### src/rtl/xrv1_pkg.sv
// Shared xrv1 types and constants: the data-memory request bundle carried
// between requesters, the dmem arbiter and the memory/bus port.
package xrv1_pkg;

  localparam int DMEM_ARB_MAX_REQ = 8;

  typedef struct packed {
    logic [31:0] addr;
    logic        w_en;
    logic [3:0]  w_be;
    logic [31:0] w_data;
  } dmem_req_t;

endpackage

### src/rtl/xrv1_id_fifo.sv
// Small synchronous FIFO with occupancy count; push is ignored when full
// and pop is ignored when empty, so callers may strobe them freely.
module xrv1_id_fifo #(
  parameter  int WIDTH = 1,
  parameter  int DEPTH = 4,
  localparam int PTR_W = $clog2(DEPTH),
  localparam int CNT_W = PTR_W + 1
) (
  input  logic             clk_i,
  input  logic             rst_i,
  input  logic             push_i,
  input  logic [WIDTH-1:0] push_data_i,
  input  logic             pop_i,
  output logic [WIDTH-1:0] head_o,
  output logic             empty_o,
  output logic             full_o,
  output logic [CNT_W-1:0] count_o
);

  logic [WIDTH-1:0] mem_q [DEPTH];
  logic [PTR_W-1:0] wr_ptr_q, wr_ptr_d;
  logic [PTR_W-1:0] rd_ptr_q, rd_ptr_d;
  logic [CNT_W-1:0] count_q, count_d;
  logic             push_ok, pop_ok;

  always_comb begin
    empty_o  = (count_q == '0);
    full_o   = (count_q == CNT_W'(DEPTH));
    push_ok  = push_i & ~full_o;
    pop_ok   = pop_i & ~empty_o;
    head_o   = mem_q[rd_ptr_q];
    count_o  = count_q;
    wr_ptr_d = wr_ptr_q + PTR_W'(push_ok);
    rd_ptr_d = rd_ptr_q + PTR_W'(pop_ok);
    count_d  = count_q + CNT_W'(push_ok) - CNT_W'(pop_ok);
  end

  // NOTE: sequential state uses non-blocking assignments so every flop samples pre-edge values.
  always_ff @(posedge clk_i) begin
    if (rst_i) begin
      wr_ptr_q <= '0;
      rd_ptr_q <= '0;
      count_q  <= '0;
    end else begin
      wr_ptr_q <= wr_ptr_d;
      rd_ptr_q <= rd_ptr_d;
      count_q  <= count_d;
    end
  end

  // NOTE: storage is deliberately not reset; count_q alone decides which entries are meaningful.
  always_ff @(posedge clk_i) begin
    if (push_ok) mem_q[wr_ptr_q] <= push_data_i;
  end

endmodule

### src/rtl/xrv1_dmem_arb.sv
// Round-robin arbiter sharing one data-memory port between NUM_REQ_P
// requesters; responses are routed back in order via an outstanding-ID FIFO.
module xrv1_dmem_arb
  import xrv1_pkg::*;
#(
  parameter  int NUM_REQ_P        = 2,
  parameter  int OUTSTANDING_P    = 4,
  parameter  bit STRAY_RESP_CHK_P = 1'b1,
  localparam int REQ_ID_W_P       = $clog2(NUM_REQ_P)
) (
  input  logic                    clk_i,
  input  logic                    rst_i,
  input  logic [NUM_REQ_P-1:0]    req_vld_i,
  output logic [NUM_REQ_P-1:0]    req_rdy_o,
  input  logic [NUM_REQ_P*32-1:0] req_addr_i,
  input  logic [NUM_REQ_P-1:0]    req_w_en_i,
  input  logic [NUM_REQ_P*4-1:0]  req_w_be_i,
  input  logic [NUM_REQ_P*32-1:0] req_w_data_i,
  output logic [NUM_REQ_P-1:0]    resp_vld_o,
  output logic                    resp_err_o,
  output logic [31:0]             resp_r_data_o,
  output logic                    dmem_req_vld_o,
  input  logic                    dmem_req_rdy_i,
  output logic [31:0]             dmem_req_addr_o,
  output logic                    dmem_req_w_en_o,
  output logic [3:0]              dmem_req_w_be_o,
  output logic [31:0]             dmem_req_w_data_o,
  input  logic                    dmem_resp_vld_i,
  input  logic                    dmem_resp_err_i,
  input  logic [31:0]             dmem_resp_r_data_i,
  output logic                    busy_o
);

  localparam int CNT_W = $clog2(OUTSTANDING_P) + 1;

  logic [REQ_ID_W_P-1:0] owner_q, owner_d;
  logic [REQ_ID_W_P-1:0] head_id, nxt_idx;
  logic [CNT_W-1:0]      fifo_count;
  logic                  fifo_full, fifo_empty;
  logic                  own_vld, accept, pop, nxt_found;
  dmem_req_t             req_s [NUM_REQ_P];
  dmem_req_t             sel_req;

  // Returns {found, index} of the nearest valid requester after cur, cur itself excluded.
  function automatic logic [REQ_ID_W_P:0] rr_next(input logic [NUM_REQ_P-1:0]  vld,
                                                   input logic [REQ_ID_W_P-1:0] cur);
    logic [REQ_ID_W_P:0] res;
    int                  cand;
    res = '0;
    for (int k = NUM_REQ_P - 1; k >= 1; k--) begin
      cand = (int'(cur) + k) % NUM_REQ_P;
      if (vld[cand[REQ_ID_W_P-1:0]]) res = {1'b1, cand[REQ_ID_W_P-1:0]};
    end
    return res;
  endfunction

  always_comb begin
    for (int i = 0; i < NUM_REQ_P; i++) begin
      req_s[i].addr   = req_addr_i[32*i +: 32];
      req_s[i].w_en   = req_w_en_i[i];
      req_s[i].w_be   = req_w_be_i[4*i +: 4];
      req_s[i].w_data = req_w_data_i[32*i +: 32];
    end
  end

  // Request side: readiness comes only from registered owner/full and memory ready.
  always_comb begin
    // NOTE: every output gets a default before any conditional update, so no latch is inferred.
    req_rdy_o         = '0;
    sel_req           = req_s[owner_q];
    own_vld           = req_vld_i[owner_q];
    dmem_req_vld_o    = own_vld & ~fifo_full;
    dmem_req_addr_o   = sel_req.addr;
    dmem_req_w_en_o   = sel_req.w_en;
    dmem_req_w_be_o   = sel_req.w_be;
    dmem_req_w_data_o = sel_req.w_data;
    accept            = dmem_req_vld_o & dmem_req_rdy_i;
    if (dmem_req_rdy_i && !fifo_full) req_rdy_o = NUM_REQ_P'(1) << owner_q;
  end

  always_comb begin
    {nxt_found, nxt_idx} = rr_next(req_vld_i, owner_q);
    owner_d              = owner_q;
    if (nxt_found && (accept || !own_vld)) owner_d = nxt_idx;
  end

  always_ff @(posedge clk_i) begin
    if (rst_i) owner_q <= '0;
    else       owner_q <= owner_d;
  end

  always_comb begin
    pop           = dmem_resp_vld_i & ~fifo_empty;
    resp_vld_o    = pop ? (NUM_REQ_P'(1) << head_id) : '0;
    resp_err_o    = dmem_resp_err_i;
    resp_r_data_o = dmem_resp_r_data_i;
    busy_o        = (fifo_count != '0);
  end

  xrv1_id_fifo #(
    .WIDTH (REQ_ID_W_P),
    .DEPTH (OUTSTANDING_P)
  ) u_id_fifo (
    .clk_i       (clk_i),
    .rst_i       (rst_i),
    .push_i      (accept),
    .push_data_i (owner_q),
    .pop_i       (pop),
    .head_o      (head_id),
    .empty_o     (fifo_empty),
    .full_o      (fifo_full),
    .count_o     (fifo_count)
  );

  // A response with nothing outstanding means the memory side broke its ordering contract.
  always_ff @(posedge clk_i) begin
    if (STRAY_RESP_CHK_P && !rst_i && dmem_resp_vld_i)
      assert (!fifo_empty) else $error("xrv1_dmem_arb: response with no outstanding request");
  end

endmodule

### config.mk
export PLATFORM = sky130hd
export DESIGN_NAME = xrv1_dmem_arb
export DESIGN_NICKNAME = d
export VERILOG_FILES = /design/src/rtl/xrv1_pkg.sv /design/src/rtl/xrv1_id_fifo.sv /design/src/rtl/xrv1_dmem_arb.sv
export SDC_FILE = /design/constraint.sdc
export NUM_CORES = 1
export LEC_CHECK = 0
export CORE_AREA = 2 2 110 112
export CTS_CLUSTER_SIZE = 24
export DETAILED_ROUTE_END_ITERATION = 10
export DIE_AREA = 0 0 112 114
export PLACE_DENSITY = 0.58
export REMOVE_ABC_BUFFERS = 1
export SLEW_MARGIN = 40
export SYNTH_ARGS = -nofsm -noshare
export SYNTH_HDL_FRONTEND = slang
export SYNTH_SLANG_ARGS = --single-unit
### constraint.sdc
create_clock -name clk_i -period 2.89 [get_ports clk_i]
set_clock_uncertainty 0.2 [all_clocks]
set_input_delay 0.289 -clock clk_i [delete_from_list [all_inputs] [get_ports clk_i]]
set_output_delay 0.289 -clock clk_i [all_outputs]
set_load 0.1 [all_outputs]
# == Word level (Yosys, flattened, before mapping) ==
# Memories as Yosys holds them, arrays and structs flattened. A register that Yosys moved wholly into a read port is not among the register bits.
# Cells that the tools add are included.
# totals
inputBits,177
register_bits,8
n_memories,1
output_inout_bits,108
ramBits,4
word_cells,44
# memory_table
memory,words,word_bits,read_ports,rd_ports_with_merged_regs,write_ports,line,source
u_id_fifo.mem_q,4,1,1,1,1,xrv1_id_fifo.sv:20,logic [WIDTH-1:0] mem_q [DEPTH];
# classes
n_reduce_logical,7
shifts,2
n_eq_ne,1
n_lt_le_gt_ge,3
n_addsub,5
n_mux,13
n_bitwise,8
# ops
operator,count
$mux 69,3
$mux 2,4
$mux 1,6
$and 1x1->1,5
$add 2x1->2,2
$lt 1x2->1 const B,2
$shl 1x1->2 const A,2
$add 3x1->3,1
$eq 3x3->1 const B,1
$logic_not 3->1,1
$reduce_bool 3->1,1
$sub 3x1->3,1
$ge 2x2->1 const B,1
$logic_and 1x1->1,2
$logic_not 1->1,2
$not 1->1,2
$not 1->2,1
$add 1x1->1 const B,1
$logic_or 1x1->1,1

# == Longest topological paths before layout ==
# Gate-level depths: netlist (run 1).
# logic_depth
word_depth,7
depth_mapped,8
ltp_nobuf,8

# == Cells and area by module ==
# From an unflattened synthesis (run 1), not the netlist that was laid out.
# hier_totals
cells_unflattened,166
area_unflattened_um2,1721.7
# by_module_without_submodules
mod,seq_area_each_um2,cells_per_inst,area_per_inst_um2,instances
xrv1_dmem_arb,20.0,126,1214.9,1
xrv1_id_fifo,260.2,40,506.7,1

# == Worst setup path after synthesis (run 1) ==
# OpenSTA, ideal clock, no wires.
# synth_path
path_type,reg2reg
from,"reg u_id_fifo.count_q[1], in the netlist u_id_fifo.count_o[1]"
to,"reg u_id_fifo.count_q[2], in the netlist u_id_fifo.count_o[2]"
synth_period_minus_slack_ps,2631
stages_incl_launch_ff,9
required_ps,2575
n_path_buf,0
arrival_ps,2316
path_slack_ps,259
setup_ps,115
path_cell_list,dfxtp_1 -> or3_2 -> nand3_1 -> o21ai_0 -> ha_1 -> fa_1 -> xnor2_1 -> xnor2_1 -> nor2_1
# synth_between
elab_chain_cells,7
word_cells_on_any_way,11
cone_classes,2 x add/sub; 1 x eq/ne; 7 x bitwise; 1 x reduce/logical
# synth_rtl
item,line,source
from (decl),xrv1_id_fifo.sv:23,"logic [CNT_W-1:0] count_q, count_d;"
from (signal assigned),xrv1_id_fifo.sv:47,count_q <= count_d;
$eq 3x3->1,xrv1_id_fifo.sv:28,full_o = (count_q == CNT_W'(DEPTH));
$not 1->1,"xrv1_id_fifo.sv:29, xrv1_dmem_arb.sv:72",
$and 1x1->1,xrv1_dmem_arb.sv:72,dmem_req_vld_o = own_vld & ~fifo_full;
$and 1x1->1,xrv1_dmem_arb.sv:77,accept = dmem_req_vld_o & dmem_req_rdy_i;
$and 1x1->1,xrv1_id_fifo.sv:29,push_ok = push_i & ~full_o;
$add 3x1->3,xrv1_id_fifo.sv:35,count_d = count_q + CNT_W'(push_ok) - CNT_W'(pop_ok);
$sub 3x1->3 *,xrv1_id_fifo.sv:35,
# Every way passes the cells marked *; elsewhere a longest branch is shown, timed or not.
# A chain may end at the register's enable or synchronous reset.

# == Worst setup path after layout (run 1) ==
# layout_path
from,"reg u_id_fifo.count_q[2], in the netlist u_id_fifo.count_o[2]"
to,"reg u_id_fifo.count_q[2], in the netlist u_id_fifo.count_o[2]"
# Same word-level chain as after synthesis.

==> metrics.txt, run 1 <==
outcome finished, final reports clean; Antenna Nets Post-Route 0; largest net degree at the start of global routing 79; Post-synth ARST share 0; startpoint types register; Crit. End Element register; Slew headroom 0.640; Area growth syn-to-layout 174%; Leak 0.00178 uW; Fill cells 1133; top post-synthesis cells by area mux2_2 (47%), buf_4 (15%), dfxtp_1 (9.7%), edfxtp_1 (7.3%), buf_2 (2.4%); Layout Cells excl Fill 494; RSZ-0062 raised after global routing false; P_sw 1400 uW; first-pass GRT wire length 13.4 mm; Vias 1962; post-synth top area share 0.469; final wirelength 9.37 mm; PostCTS Resize Cnt 0; Compound-Gate Fraction of Synth Area 0.0295; Cells after DPL 490; dpl hpwl 8.47 mm; TNS Setup 0 ns; Hold/Removal Path Class reg2reg; Final Instance Area 0.00454 sq mm; GRT Util Overall 0.141; Synth cell types 29; sequential power share 0.094; Post-Synth XOR/XNOR Area 0.0264; vias per cell 3.97; DRC Markers 0; WL per Instance 19.0 microns; n_diodes 0; synthesis-stage register bit count 12; switching share of power 0.535; DR pass1 iterations 4; initial DRC count 57; total grt overflow 0; final hold vios 0; top-count cell post-synth mux2_2; fin worst setup slack 0.454 ns; antenna violations before repair 0; Worst-Skew Late Latency 0.24 ns; DIE HEIGHT 114 microns; post-synthesis simple-gate area fraction 0.0785; number of core rows 40; htree depth 1; # Post-CTS Setup Buffers 0; Max-cap violations 0; critical path peak fanout 6; I/O Buffers 218; CP Data Required Time 2.81 ns; final estimated routing congestion in global placement 0.835; crit path kind reg2reg; cts-stage hold buffer count 0; I/O pin count 285; Synth Area in Adders 0.0272; Post-Place Cell Area 0.00446 sq mm; most area-hungry cell type in the Yosys netlist mux2_2; Final Critical Period 2.44 ns; Final Hold Slack 0.336 ns; CTS Sinks 12; Synth Warn # 0; Clk pwr share 0.097; mux share of post-synthesis cell area 0.489; Post-Syn Area 0.00166 sq mm; measured slew at the worst slew-check pin 0.535 ns; Comb pwr share 0.809; number of global-route vias before repair 2108; Slew Limit Fails 0; f_max 0.411 GHz; Clock Path Buffers 2; Final setup viols 0; Root Driver clkbuf_16; Nets 528; sequential area share after synthesis 0.169; CTS tree done; crit path DAT 2.36 ns; core area 0.0117 sq mm; Avg Inst Size Synth 10.0 sq um; main combinational cell family by area after synthesis multiplexers; Tcrit/Tclk final 0.843; pwr/cell area 577 mW/mm^2; Reg clk slew, reported paths 0.04 ns; TritonCTS buffer count 3; die outline area 0.0128 sq mm; Synth top cells by count mux2_2 (69), buf_4 (33), buf_2 (8), dfxtp_1 (8), nor2_1 (7); initial cell density of the core 0.141; Pint 1220 uW; cell count after synthesis 165; Synth Flop Type dfxtp_1; worst slack at placement 0.301 ns; layout cells sized above 1 0.441; EDFF count, synth 4; die width 112 microns; VDD IR max 0.000623 V
## power groups by stage
stage               Clock (uW)  Combinational [uW]  Sequential, uW
detailed placement           0                2130             249
global route               268                2190             251
CTS                        260                2140             246
finish                     254                2120             246
floorplan                    0                1290             270
global placement             0                2120             246
## critical path, stage by stage (launching register included)
cell and delay (ns):
dfxtp_1 0.41, or3b_4 0.44, nand3b_1 0.20, inv_1 0.10
ha_1 0.22, fa_1 0.38, xnor2_1 0.17, xnor2_1 0.14
nor2_1 0.05
## worst paths after layout
path | start | endpoint | slack, ns | depth (start not counted)
worst max-delay path | u_id_fifo.count_o[2] | u_id_fifo.count_o[2] | 0.45 | 8
worst min-delay path | u_id_fifo.rd_ptr_q[1] | u_id_fifo.rd_ptr_q[1] | 0.34 | 2
worst max register to register | u_id_fifo.count_o[2] | u_id_fifo.count_o[2] | 0.45 | 8
worst min register to register | u_id_fifo.rd_ptr_q[1] | u_id_fifo.rd_ptr_q[1] | 0.34 | 2
## layer usage
layer | share of wire | vias to the layer above | track usage
met4 | 0.0028 | 2 | 0.0122
met3 | 0.22 | 6 | 0.139
met5 | 0.011 | - | 0.0588
met1 | 0.27 | 864 | 0.121
met2 | 0.49 | 170 | 0.242
li1 | - | 920 | -
## metrics by stage
step                total power, uW  utilization
detailed placement             2380        0.381
CTS                            2650        0.388
finish                         2620        0.388
global route                   2710        0.388
global placement               2370        0.381
floorplan                      1560            -
## flip-flops by register name (all words and copies together), names as in the netlist
register / cells
u_id_fifo.wr_ptr_q: 2
owner_q: 1
u_id_fifo.rd_ptr_q: 2
u_id_fifo.mem_q: 4
u_id_fifo.count_o: 3
## cells by family after synthesis
logic type,after synthesis
compound gates,7
simple gates,23
buf+inv,44
xor+xnor,5
flops,12
fa+ha+maj,3
mux,71
## cells in the final DEF, fill, tap and decap left out, types with 4 or more instances in the layout
master	netlist	routed
nor2_1	7	7
buf_12	0	72
nor2b_1	4	4
mux2_2	69	69
clkdlybuf4s50_1	0	143
dfxtp_1	8	7
buf_4	33	4
edfxtp_1	4	4
## cell type report
type                            count  area, sq um  area share
Clock inverter                      1         3.75    0.000827
Timing Repair Buffer              219         2900       0.640
Tap cell                          147          184      0.0405
Sequential cell                    12          284      0.0626
Multi-Input combinational cell    109         1080       0.237
Clock buffer                        3         75.1      0.0165
Inverter                            3         11.3     0.00248
Note: power is estimated with default switching activity, not from simulation.
==> run 2, diff against run 1 <==
--- a/config.mk
+++ b/config.mk
@@ -5,10 +5,10 @@
 export SDC_FILE = /design/constraint.sdc
 export NUM_CORES = 1
 export LEC_CHECK = 0
-export CORE_AREA = 2 2 110 112
+export CORE_AREA = 2 2 112 114
 export CTS_CLUSTER_SIZE = 24
 export DETAILED_ROUTE_END_ITERATION = 10
-export DIE_AREA = 0 0 112 114
+export DIE_AREA = 0 0 114 116
 export PLACE_DENSITY = 0.58
 export REMOVE_ABC_BUFFERS = 1
 export SLEW_MARGIN = 40
==> constraint.sdc (replaced) <==
create_clock -name clk_i -period 2 [get_ports clk_i]
set_clock_uncertainty 0.2 [all_clocks]
set_input_delay 0.2 -clock clk_i [delete_from_list [all_inputs] [get_ports clk_i]]
set_output_delay 0.2 -clock clk_i [all_outputs]
set_load 0.1 [all_outputs]
==> metrics.txt, run 2 (same netlist as run 1, synthesis figures left out) <==
critical path peak fanout 4 (-2); dpl hpwl 8.86 mm (+4.6%); die outline area 0.0132 sq mm (+3.6%); TritonCTS buffer count 3 (unchanged); Reg clk slew, reported paths 0.04 ns (about the same); core area 0.0119 sq mm (+1.7%); Vias 2079 (+6.0%); Fill cells 1143 (+0.88%); Slew Limit Fails 0 (unchanged); RSZ-0062 raised after global routing true; startpoint types register; failing checks setup timing; pwr/cell area 852 mW/mm^2 (+48%); most frequent cells in the layout clkdlybuf4s50_1 (143), buf_12 (76), mux2_2 (68), buf_4 (16), nor2_1 (6); Root Driver clkbuf_16; crit path DAT 2.02 ns (-0.34 ns); R2R Path Start u_id_fifo.count_o[2]; hold path startpoint dmem_resp_r_data_i[0]; final wirelength 10.1 mm (+8.2%); Final Instance Area 0.00483 sq mm (+6.3%); Antenna Nets Post-Route 0 (unchanged); Leak 0.00190 uW (+7.0%); I/O pin count 285 (unchanged); initial cell density of the core 0.139 (-0.00238); multi-input logic area 0.00114 sq mm (+5.8%); initial DRC count 38 (-33%); CTS Sinks 12 (unchanged); Largest register FFs 4 (unchanged); largest net degree at the start of global routing 51 (-35%); Hold/Removal Path Class in2out; WL per Instance 19.8 microns (+4.4%); Nets 546 (+3.4%); layout cells sized above 1 0.499 (+0.0577); htree depth 1 (unchanged); antenna violations before repair 0 (unchanged); Final setup viols 2 (+2); Total Power 4110 uW (+57%); commonest non-fill, non-tap cell in the layout clkdlybuf4s50_1; vias per cell 4.06 (+2.2%); Post-Place Cell Area 0.00462 sq mm (+3.6%); Area growth syn-to-layout 191%; crit path kind reg2reg; worst slack at placement -0.301 ns (-0.602 ns); number of global-route vias before repair 2278 (+8.1%); Worst-Skew Late Latency 0.24 ns (about the same); Crit. End Element register; f_max 0.477 GHz (+16%); I/O Buffers 218 (unchanged); Reg area 287 sq um (+0.88%); measured slew at the worst slew-check pin 0.386 ns (-0.149 ns); fin worst setup slack -0.0955 ns (-0.549 ns); n_diodes 0 (unchanged); die width 114 microns (+1.8%); total grt overflow 0 (unchanged); Slew headroom 0.740 (+0.0994); first-pass GRT wire length 13.8 mm (+2.6%); Max-cap violations 0 (unchanged); DIE HEIGHT 116 microns (+1.8%); Final Hold Slack 0.200 ns (-0.136 ns); number of core rows 40 (unchanged); DRC Markers 0 (unchanged); TNS Setup -0.116 ns (-0.116 ns); Final Critical Period 2.10 ns (-0.341 ns); GRT Util Overall 0.142 (+0.000452); DR pass1 iterations 3 (-1); outcome finished with violations; Biggest register u_id_fifo.mem_q; CTS tree done; Tcrit/Tclk final 1.05 (+0.205); Critical Path Start u_id_fifo.count_o[2]; Clock Path Buffers 2 (unchanged); VDD IR max 0.000376 V (-40%); final estimated routing congestion in global placement 0.861 (+3.1%); final hold vios 0 (unchanged); CP Data Required Time 1.92 ns (-0.89 ns)
==> run 2: changes by cell type in the layout (fill, tap and decap cells not counted), moves of 2 or more <==
cell,before,now
ha_4,0,2
xnor2_2,0,2
buf_4,4,16
dfxtp_2,0,2
ha_1,2,0
dfxtp_1,7,5
xnor2_1,3,1
buf_12,72,76
==> run 2: final cells by class <==
class	count	share of cell area
Tap cell	147	0.0381
Sequential cell	12	0.0594
Timing Repair Buffer	237	0.648
Clock buffer	3	0.0156
Multi-Input combinational cell	109	0.236
Clock inverter	1	0.000778
Inverter	3	0.00233
==> run 2: power breakdown <==
group | internal (uW) | switching (uW) | leakage (uW) | total (uW)
combinational | 1430 | 1970 | 0.00176 | 3390
sequential | 305 | 44.5 | 0.000104 | 350
clock | 263 | 108 | 0.0000385 | 371
==> run 2: worst max-delay path, cell delays in order, from the launching register on <==
cell      delay [ns]
dfxtp_2         0.34
or3b_4          0.38
nand3b_1        0.13
inv_2           0.07
ha_4            0.16
fa_2            0.34
xnor2_2         0.15
xnor2_1         0.15
nor2_1          0.05
==> run 2: final timing paths <==
kind / to / slack [ns] / depth (start not counted)
setup / recovery: u_id_fifo.count_o[2] / -0.1 / 8
hold / removal: resp_r_data_o[0] / 0.20 / 0
setup reg to reg: u_id_fifo.count_o[2] / -0.1 / 8
hold reg to reg: u_id_fifo.rd_ptr_q[1] / 0.33 / 2
==> run 2: metal layers <==
metal,GRT usage,part of all wire,vias to the layer above
met2,0.258,0.50,166
met5,0.0556,0.010,-
met4,0.0252,0.010,2
met1,0.121,0.30,944
li1,-,-,959
met3,0.110,0.18,8
==> run 2: through the flow <==
step | std cells | utilization
finish | 512 | 0.405
global route | 512 | 0.405
CTS | 510 | 0.398
detailed placement | 505 | 0.388
global placement | 505 | 0.388
floorplan | 124 | -
==> run 2: timing repair <==
item                       in CTS  in global routing
setup endpoints to repair      26                 51
buffers inserted                1                  1
resized for setup               9                 11
pin swaps                       4                  5
hold buffers                    0                  0
gates cloned                    0                  1
